**src/rtl/audio_pkg.sv**
```systemverilog
// Shared audio-path constants, DAC frame helpers and the serializer state type.
// The volume helper is used only when AUDIO_DAC_VOLUME_EN is defined.
package audio_pkg;

  localparam int               AUDIO_W       = 12;
  localparam int               DAC_FRAME_W   = 16;
  localparam logic [3:0]       DAC_CTRL_BITS = 4'b0000;
  localparam logic [AUDIO_W-1:0] MIDSCALE    = 12'h800;

  typedef enum logic [1:0] {
    IDLE,
    SHIFT,
    GAP
  } dac_state_t;

  function automatic logic [DAC_FRAME_W-1:0] dac_frame(input logic [AUDIO_W-1:0] s);
    return {DAC_CTRL_BITS, s};
  endfunction

  // Attenuate around midscale: signed 13-bit offset, arithmetic shift, wrap to 12 bits.
  function automatic logic [AUDIO_W-1:0] scale_sample(input logic [AUDIO_W-1:0] s,
                                                       input logic [2:0] vol);
    logic signed [AUDIO_W:0] d;
    d = $signed({1'b0, s}) - $signed({1'b0, MIDSCALE});
    d = d >>> vol;
    return AUDIO_W'({1'b0, MIDSCALE} + d);
  endfunction

endpackage

```
**src/rtl/audio_sample_tick.sv**
```systemverilog
// Free-running sample-rate divider: tick is high for one cycle every DIV cycles.
module audio_sample_tick #(
  parameter int DIV = 5000
) (
  input  logic clk100M,
  input  logic reset,
  output logic tick
);

  localparam int CW = (DIV > 1) ? $clog2(DIV) : 1;

  logic [CW-1:0] cnt_q;
  logic [CW-1:0] cnt_d;

  always_comb begin
    cnt_d = cnt_q + 1'b1;
    if (cnt_q == CW'(DIV - 1)) begin
      cnt_d = '0;
    end
  end

  always_ff @(posedge clk100M) begin
    if (reset) begin
      cnt_q <= '0;
    end else begin
      cnt_q <= cnt_d;
    end
  end

  assign tick = (cnt_q == CW'(DIV - 1));

endmodule

```
**src/rtl/audio_dac_serializer.sv**
```systemverilog
// Streams one 12-bit sample per tick to a DAC121S101-style serial DAC as a 16-bit frame.
// Optional feature macro: AUDIO_DAC_VOLUME_EN adds the volume port (right-shift attenuation).
module audio_dac_serializer
  import audio_pkg::*;
#(
  parameter int SCLK_HALF  = 4,
  parameter int SAMPLE_DIV = 5000
) (
  input  logic               clk100M,
  input  logic               reset,
`ifdef AUDIO_DAC_VOLUME_EN
  input  logic [2:0]         volume,
`endif
  input  logic [AUDIO_W-1:0] sample_in,
  output logic               dac_sclk,
  output logic               dac_sync_n,
  output logic               dac_din,
  output logic               busy,
  output logic               frame_done,
  output logic               overrun
);

  localparam int HW = $clog2(SCLK_HALF);

  logic tick;

  audio_sample_tick #(
    .DIV(SAMPLE_DIV)
  ) u_tick (
    .clk100M(clk100M),
    .reset  (reset),
    .tick   (tick)
  );

  logic [AUDIO_W-1:0]     load_sample;
  logic [DAC_FRAME_W-1:0] frame_word;

`ifdef AUDIO_DAC_VOLUME_EN
  assign load_sample = scale_sample(sample_in, volume);
`else
  assign load_sample = sample_in;
`endif
  assign frame_word = dac_frame(load_sample);

  dac_state_t             state_q, state_d;
  logic [HW-1:0]          half_q, half_d;
  logic [3:0]             bit_q, bit_d;
  logic [DAC_FRAME_W-1:0] sr_q, sr_d;
  logic                   sclk_q, sclk_d;
  logic                   sync_n_q, sync_n_d;
  logic                   din_q, din_d;
  logic                   busy_q, busy_d;
  logic                   done_q, done_d;
  logic                   ovr_q, ovr_d;

  always_comb begin
    state_d  = state_q;
    half_d   = half_q;
    bit_d    = bit_q;
    sr_d     = sr_q;
    sclk_d   = sclk_q;
    sync_n_d = sync_n_q;
    din_d    = din_q;
    done_d   = 1'b0;
    ovr_d    = ovr_q | (tick && (state_q != IDLE));

    case (state_q)
      IDLE: begin
        half_d = '0;
        bit_d  = '0;
        if (tick) begin
          din_d    = frame_word[DAC_FRAME_W-1];
          sr_d     = {frame_word[DAC_FRAME_W-2:0], 1'b0};
          sync_n_d = 1'b0;
          sclk_d   = 1'b1;
          state_d  = SHIFT;
        end
      end
      SHIFT: begin
        if (half_q == HW'(SCLK_HALF - 1)) begin
          half_d = '0;
          sclk_d = ~sclk_q;
          // Rising toggle: either present the next bit or close the frame after bit 0.
          if (!sclk_q) begin
            if (bit_q == 4'd15) begin
              state_d  = GAP;
              sync_n_d = 1'b1;
              done_d   = 1'b1;
              din_d    = 1'b0;
            end else begin
              din_d = sr_q[DAC_FRAME_W-1];
              sr_d  = {sr_q[DAC_FRAME_W-2:0], 1'b0};
              bit_d = bit_q + 4'd1;
            end
          end
        end else begin
          half_d = half_q + 1'b1;
        end
      end
      GAP: begin
        if (half_q == HW'(SCLK_HALF - 1)) begin
          half_d  = '0;
          state_d = IDLE;
        end else begin
          half_d = half_q + 1'b1;
        end
      end
      default: begin
        state_d = IDLE;
      end
    endcase

    busy_d = (state_d != IDLE);
  end

  always_ff @(posedge clk100M) begin
    if (reset) begin
      state_q  <= IDLE;
      half_q   <= '0;
      bit_q    <= '0;
      sr_q     <= '0;
      sclk_q   <= 1'b1;
      sync_n_q <= 1'b1;
      din_q    <= 1'b0;
      busy_q   <= 1'b0;
      done_q   <= 1'b0;
      ovr_q    <= 1'b0;
    end else begin
      state_q  <= state_d;
      half_q   <= half_d;
      bit_q    <= bit_d;
      sr_q     <= sr_d;
      sclk_q   <= sclk_d;
      sync_n_q <= sync_n_d;
      din_q    <= din_d;
      busy_q   <= busy_d;
      done_q   <= done_d;
      ovr_q    <= ovr_d;
    end
  end

  assign dac_sclk   = sclk_q;
  assign dac_sync_n = sync_n_q;
  assign dac_din    = din_q;
  assign busy       = busy_q;
  assign frame_done = done_q;
  assign overrun    = ovr_q;

endmodule

```
**config.mk**
```make
export PLATFORM = sky130hd
export DESIGN_NAME = audio_dac_serializer
export DESIGN_NICKNAME = d
export VERILOG_FILES = /design/src/rtl/audio_pkg.sv /design/src/rtl/audio_sample_tick.sv /design/src/rtl/audio_dac_serializer.sv
export SDC_FILE = /design/constraint.sdc
export NUM_CORES = 1
export LEC_CHECK = 0
export CAP_MARGIN = 20
export CORE_MARGIN = 10
export CORE_UTILIZATION = 47
export DETAILED_ROUTE_END_ITERATION = 8
export PLACE_DENSITY = 0.7
export RECOVER_POWER = 25
export SLEW_MARGIN = 20
export SYNTH_ARGS = -nofsm -noshare
export SYNTH_HDL_FRONTEND = slang
export SYNTH_SLANG_ARGS = --single-unit
```
**constraint.sdc**
```tcl
create_clock -name clk100M -period 1.75 [get_ports clk100M]
set_clock_uncertainty 0.1 [all_clocks]
set_input_delay 0.175 -clock clk100M [delete_from_list [all_inputs] [get_ports clk100M]]
set_output_delay 0.175 -clock clk100M [all_outputs]
set_load 0.01 [all_outputs]
```
After elaboration in Yosys (flattened, before gate mapping)

Cells that the tools add are included.
W data, S select, Z words.

$add $sub $neg: 3
Multipliers: 0
Divide/modulo/power cells: 0
Order comparisons: 0
Equality and inequality tests: 10
Shifts and indexed selects: 0
Multiplexer cells: 30
Bitwise gates (word level): 4
Reduce and logical (&&, ||, !) cells: 14

Operators by type and width:

| operator                | number |
|---|---|
| $mux W16                | 4 |
| $pmux W16 S2            | 1 |
| $add A13 B1 Y13 const B | 1 |
| $eq A13 B13 Y1 const B  | 1 |
| $mux W2                 | 6 |
| $mux W4                 | 3 |
| $mux W1                 | 10 |
| $ne A2 B2 Y1 const B    | 5 |
| $reduce_and A5 Y1       | 2 |
| $pmux W4 S2             | 1 |
| $reduce_and A4 Y1       | 2 |
| $reduce_bool A2 Y1      | 4 |
| $pmux W1 S2             | 3 |
| $pmux W2 S3             | 1 |
| $add A4 B1 Y4 const B   | 1 |
| $eq A2 B2 Y1 const B    | 2 |
| $eq A4 B4 Y1 const B    | 1 |
| $pmux W2 S2             | 1 |
| $reduce_or A2 Y1        | 2 |
| $reduce_or A4 Y1        | 1 |
| $not A1 Y1              | 3 |
| $reduce_and A3 Y1       | 1 |
| $add A2 B1 Y2 const B   | 1 |
| $eq A2 B1 Y1 const B    | 1 |
| other kinds (3)         | 3 |

Bits in registers: 43
Latch bits: 0
RAM bits: 0
ROM bits: 0
Input port bits: 14
Output and inout port bits: 6
Logic and storage cells: 72
Memories kept: 0

Longest topological paths before layout

Depth in word-level cells: 6
Gate-level depth with buffers: 8
Mapped depth without buffers: 6

Hierarchy

Synthesis repeated with hierarchy kept, for this count alone.

Cell total of the unflattened synthesis: 221
Area total of the unflattened synthesis: 2053.2 um^2

By module, submodules not included:

| module               | instances | cells each | area an instance (um^2) | seq. area each (um^2) |
|---|---|---|---|---|
| audio_dac_serializer | 1         | 157        | 1492.7                  | 580.6 |
| audio_sample_tick    | 1         | 64         | 560.5                   | 260.2 |

Worst setup path after synthesis

Ideal clock, no wire load.

Path type: reg-to-reg
Start: register u_tick.cnt_q[5]
End: register sr_q[7]
Setup time: 0.141 ns
Data arrival time: 1.675 ns
Required time: 1.509 ns
Path slack: -0.166 ns
Cell stages (with the launch flop): 6
Path buffers: 1
Period minus slack after synthesis: 1.916 ns
Cell sequence: dfxtp_1 > or4b_4 > o31a_2 > nor2_1 > buf_4 > a211oi_1

Longest elaborated chain between the ends: 3

RTL lines:

| what                        | line                        | text |
|---|---|---|
| from (decl)                 | audio_sample_tick.sv:12     | `logic [CW-1:0] cnt_q;` |
| from (signal assigned)      | audio_sample_tick.sv:26     | `cnt_q <= cnt_d;` |
| $eq A13 B13 Y1              | audio_sample_tick.sv:30     | `assign tick = (cnt_q == CW'(DIV - 1));` |
| $ne A2 B2 Y1 (no line)      | --                          |  |
| $reduce_and A5 Y1 (no line) | --                          |  |
| to (signal assigned)        | audio_dac_serializer.sv:132 | `sr_q <= sr_d;` |
| to (decl)                   | audio_dac_serializer.sv:48  | `logic [DAC_FRAME_W-1:0] sr_q, sr_d;` |

No other way between the ends.
A chain may end at the register's enable or synchronous reset.

Worst setup path in the final report

Start: register u_tick.cnt_q[10]
End: register sr_q[7]

The elaborated chain is that of the path after synthesis.

==> metrics <==
status complete, but fails checks; failing checks negative setup slack; Max Fclk 0.539 GHz; DR top layer met4; pre-CTS setup slack -0.116 ns; hold violation count in the final report 0; largest net degree at the start of global routing 30; period utilization 106%; WL met3 193 um; Routed wire per std cell 14.1 um; Slew Limit Fails 0; core area 4320 um^2; Yosys top cell by area dfxtp_1; RSZ-0062 raised after global routing yes; xor and xnor area share after synthesis 4.63%; number of antenna violations at the first check in global routing 0; via count 1,948; met1 WL 2260 um; Post-Place Cells 335; num rows 24; Layout fillers 357; commonest cells in the netlist dfxtp_1 (42), nor2_1 (30), a21oi_1 (25); Area after DPL 2670 um^2; mux share of post-synthesis cell area 5.29%; largest family of logic cells by synthesized area simple AND/OR/NAND/NOR gates; total track usage 13.6%; Final Wtd Congestion 0.816; TritonCTS buffer count 5; CTS clk-pin slew, worst paths 0.09 ns; area occupied by multi-input gates 1240 um^2; sequential-to-total area share from yosys stat 40.4%; slew margin rel. 76.9%; DRC 0; hold_buf cts 0; post-synthesis compound-gate area fraction 20.1%; CP Capture Type register; Storage cell area 845 um^2; Max Cap Viol 0; final setup TNS -1.73 ns; vias per std cell 5.47; Clock Sinks 42; crit-path max FO 11; Layout area overhead 39.5%; Seq cells post-synth 42; Top Ports 20; Detailed Routing Iterations Pass 1 4; DRT antenna net count 0; chip width 86.6 um; grt ovf 0; simple-gate share of the synthesized area 20.9%; number of antenna diodes 0; fin cells 356; yosys warns 0; Net Count, Synth 254; CTS tree done; final core utilization 67.2%; CTS max path bufs 2; synth top area cells dfxtp_1 (40%), a21oi_1 (6.0%), nor2_1 (5.4%); H-tree depth 2; Root Driver clkbuf_8; Post-synth top flop dfxtp_1; final instance area 2900 um^2; Routed Wire Length 5030 um; Clock Latency Late Sink 0.30 ns; first-pass GRT wire length 8470 um; Yosys top cell area share 40.4%; peak supply drop 0.000476 V; Iteration-0 DRC Markers 123; Post-Synthesis Cells 233; Slew @ Worst Pin 0.343 ns; min Tclk post-route 1.86 ns; Buffers on Ports 19; layout cell share with drive strength beyond 1 30.3%; Worst setup SP type register; reg2reg setup slack -0.11 ns; Starting Density 48.1%; ys async rst share 0%; Leakage 1.11 nW; post-synthesis adder-cell area fraction 4.21%; met2 WL 2520 um; fin worst setup slack -0.106 ns; most instantiated library cell after synthesis dfxtp_1; Post-Syn Area per Cell 8.94 um^2; pwr dens 578 nW/um^2; type of the tightest min-delay check in2reg; Post-synth EDFFs 0; vias in the first global route 1,824; Required @ worst endpoint 1.85 ns; Mapped Area 2080 um^2; final setup fails 25; Crit path arrival time 1.95 ns; die height 86.6 um; fin nets 324; die area 7490 um^2; Synth cell types 46; CP Class reg2reg; post-DP HPWL 3510 um
## layout by cell type, fill, tap and decap left out, types with 6 or more instances in the layout
master	Yosys	final
xnor2_1	9	9
clkdlybuf4s50_1	0	18
nand2_1	10	10
dfxtp_1	42	39
mux2i_1	11	11
buf_4	1	46
nor2_1	30	29
a21oi_2	0	6
a21oi_1	25	19
nand4_1	6	6
nand3_1	7	7
inv_1	8	6
a211oi_2	5	7
## state kept, by name (all words and copies together), names as in the netlist
signal        flops
dac_sync_n        1
busy              1
sr_q             15
frame_done        1
dac_sclk          1
half_q            2
overrun           1
u_tick.cnt_q     13
dac_din           1
state_q           2
bit_q             4
## power by group
| group | switching [mW] | internal (mW) | leakage (nW) | total, mW |
|---|---|---|---|---|
| Sequential | 0.00330 | 0.960 | 0.340 | 0.964 |
| Clock | 0.355 | 0.280 | 0.0441 | 0.635 |
| Combinational | 0.0349 | 0.0452 | 0.730 | 0.0801 |
| Total | 0.393 | 1.29 | 1.11 | 1.68 |
## path summary, 6_finish.rpt
path / to / cells past startpoint / from
setup reg to reg: sr_q[7]$_SDFFE_PP0P_ / 5 / u_tick.cnt_q[10]$_SDFF_PP0_
hold / removal: sr_q[1]$_SDFFE_PP0P_ / 3 / sample_in[0]
hold reg to reg: u_tick.cnt_q[0]$_SDFF_PP0_ / 1 / u_tick.cnt_q[0]$_SDFF_PP0_
setup / recovery: sr_q[7]$_SDFFE_PP0P_ / 5 / u_tick.cnt_q[10]$_SDFF_PP0_
## what timing repair did
action | in CTS | in global routing
gates cloned | 0 | 2
endpoints found under the setup margin | 32 | 36
gates resized for setup | 6 | 18
buffers inserted | 1 | 10
pin swaps | 8 | 6
## cell type report
cell class,count,share of cell area (%)
Clock buffer,5,2.37
Tap cell,52,2.24
Multi-Input combinational cell,173,42.7
Timing Repair Buffer,73,21.7
Inverter,8,1.16
Clock inverter,3,0.732
Sequential cell,42,29.1
## kinds of logic (layout without fill, tap and decap cells)
family / Yosys count / count (layout)
AO/OA/AOI/OAI: 62 / 62
XOR/XNOR: 11 / 11
adder cells (fa/ha/maj): 7 / 7
buffers and inverters: 19 / 89
flip-flops: 42 / 42
multiplexers: 11 / 11
AND/OR/NAND/NOR: 81 / 82
## through the flow
step	power, mW	hold WS, ns
CTS	1.69	0.349
global route	1.76	0.369
detailed placement	1.06	0.342
floorplan	1.02	0.215
finish	1.68	0.348
global placement	1.06	0.329
## metal layers
metal  vias to the layer above  global-route usage (%)
met4                         0                    4.27
met3                         6                    3.85
met1                       923                    17.1
met2                        32                    21.8
li1                        987                       -
met5                         -                       0
## critical path, stage by stage, from the launching register on
cell	delay, ns
dfxtp_2	0.33
or4b_4	0.59
o31a_4	0.42
nor2_4	0.11
buf_12	0.14
a211oi_1	0.07
No activity file was read; power rests on OpenSTA's default activity.
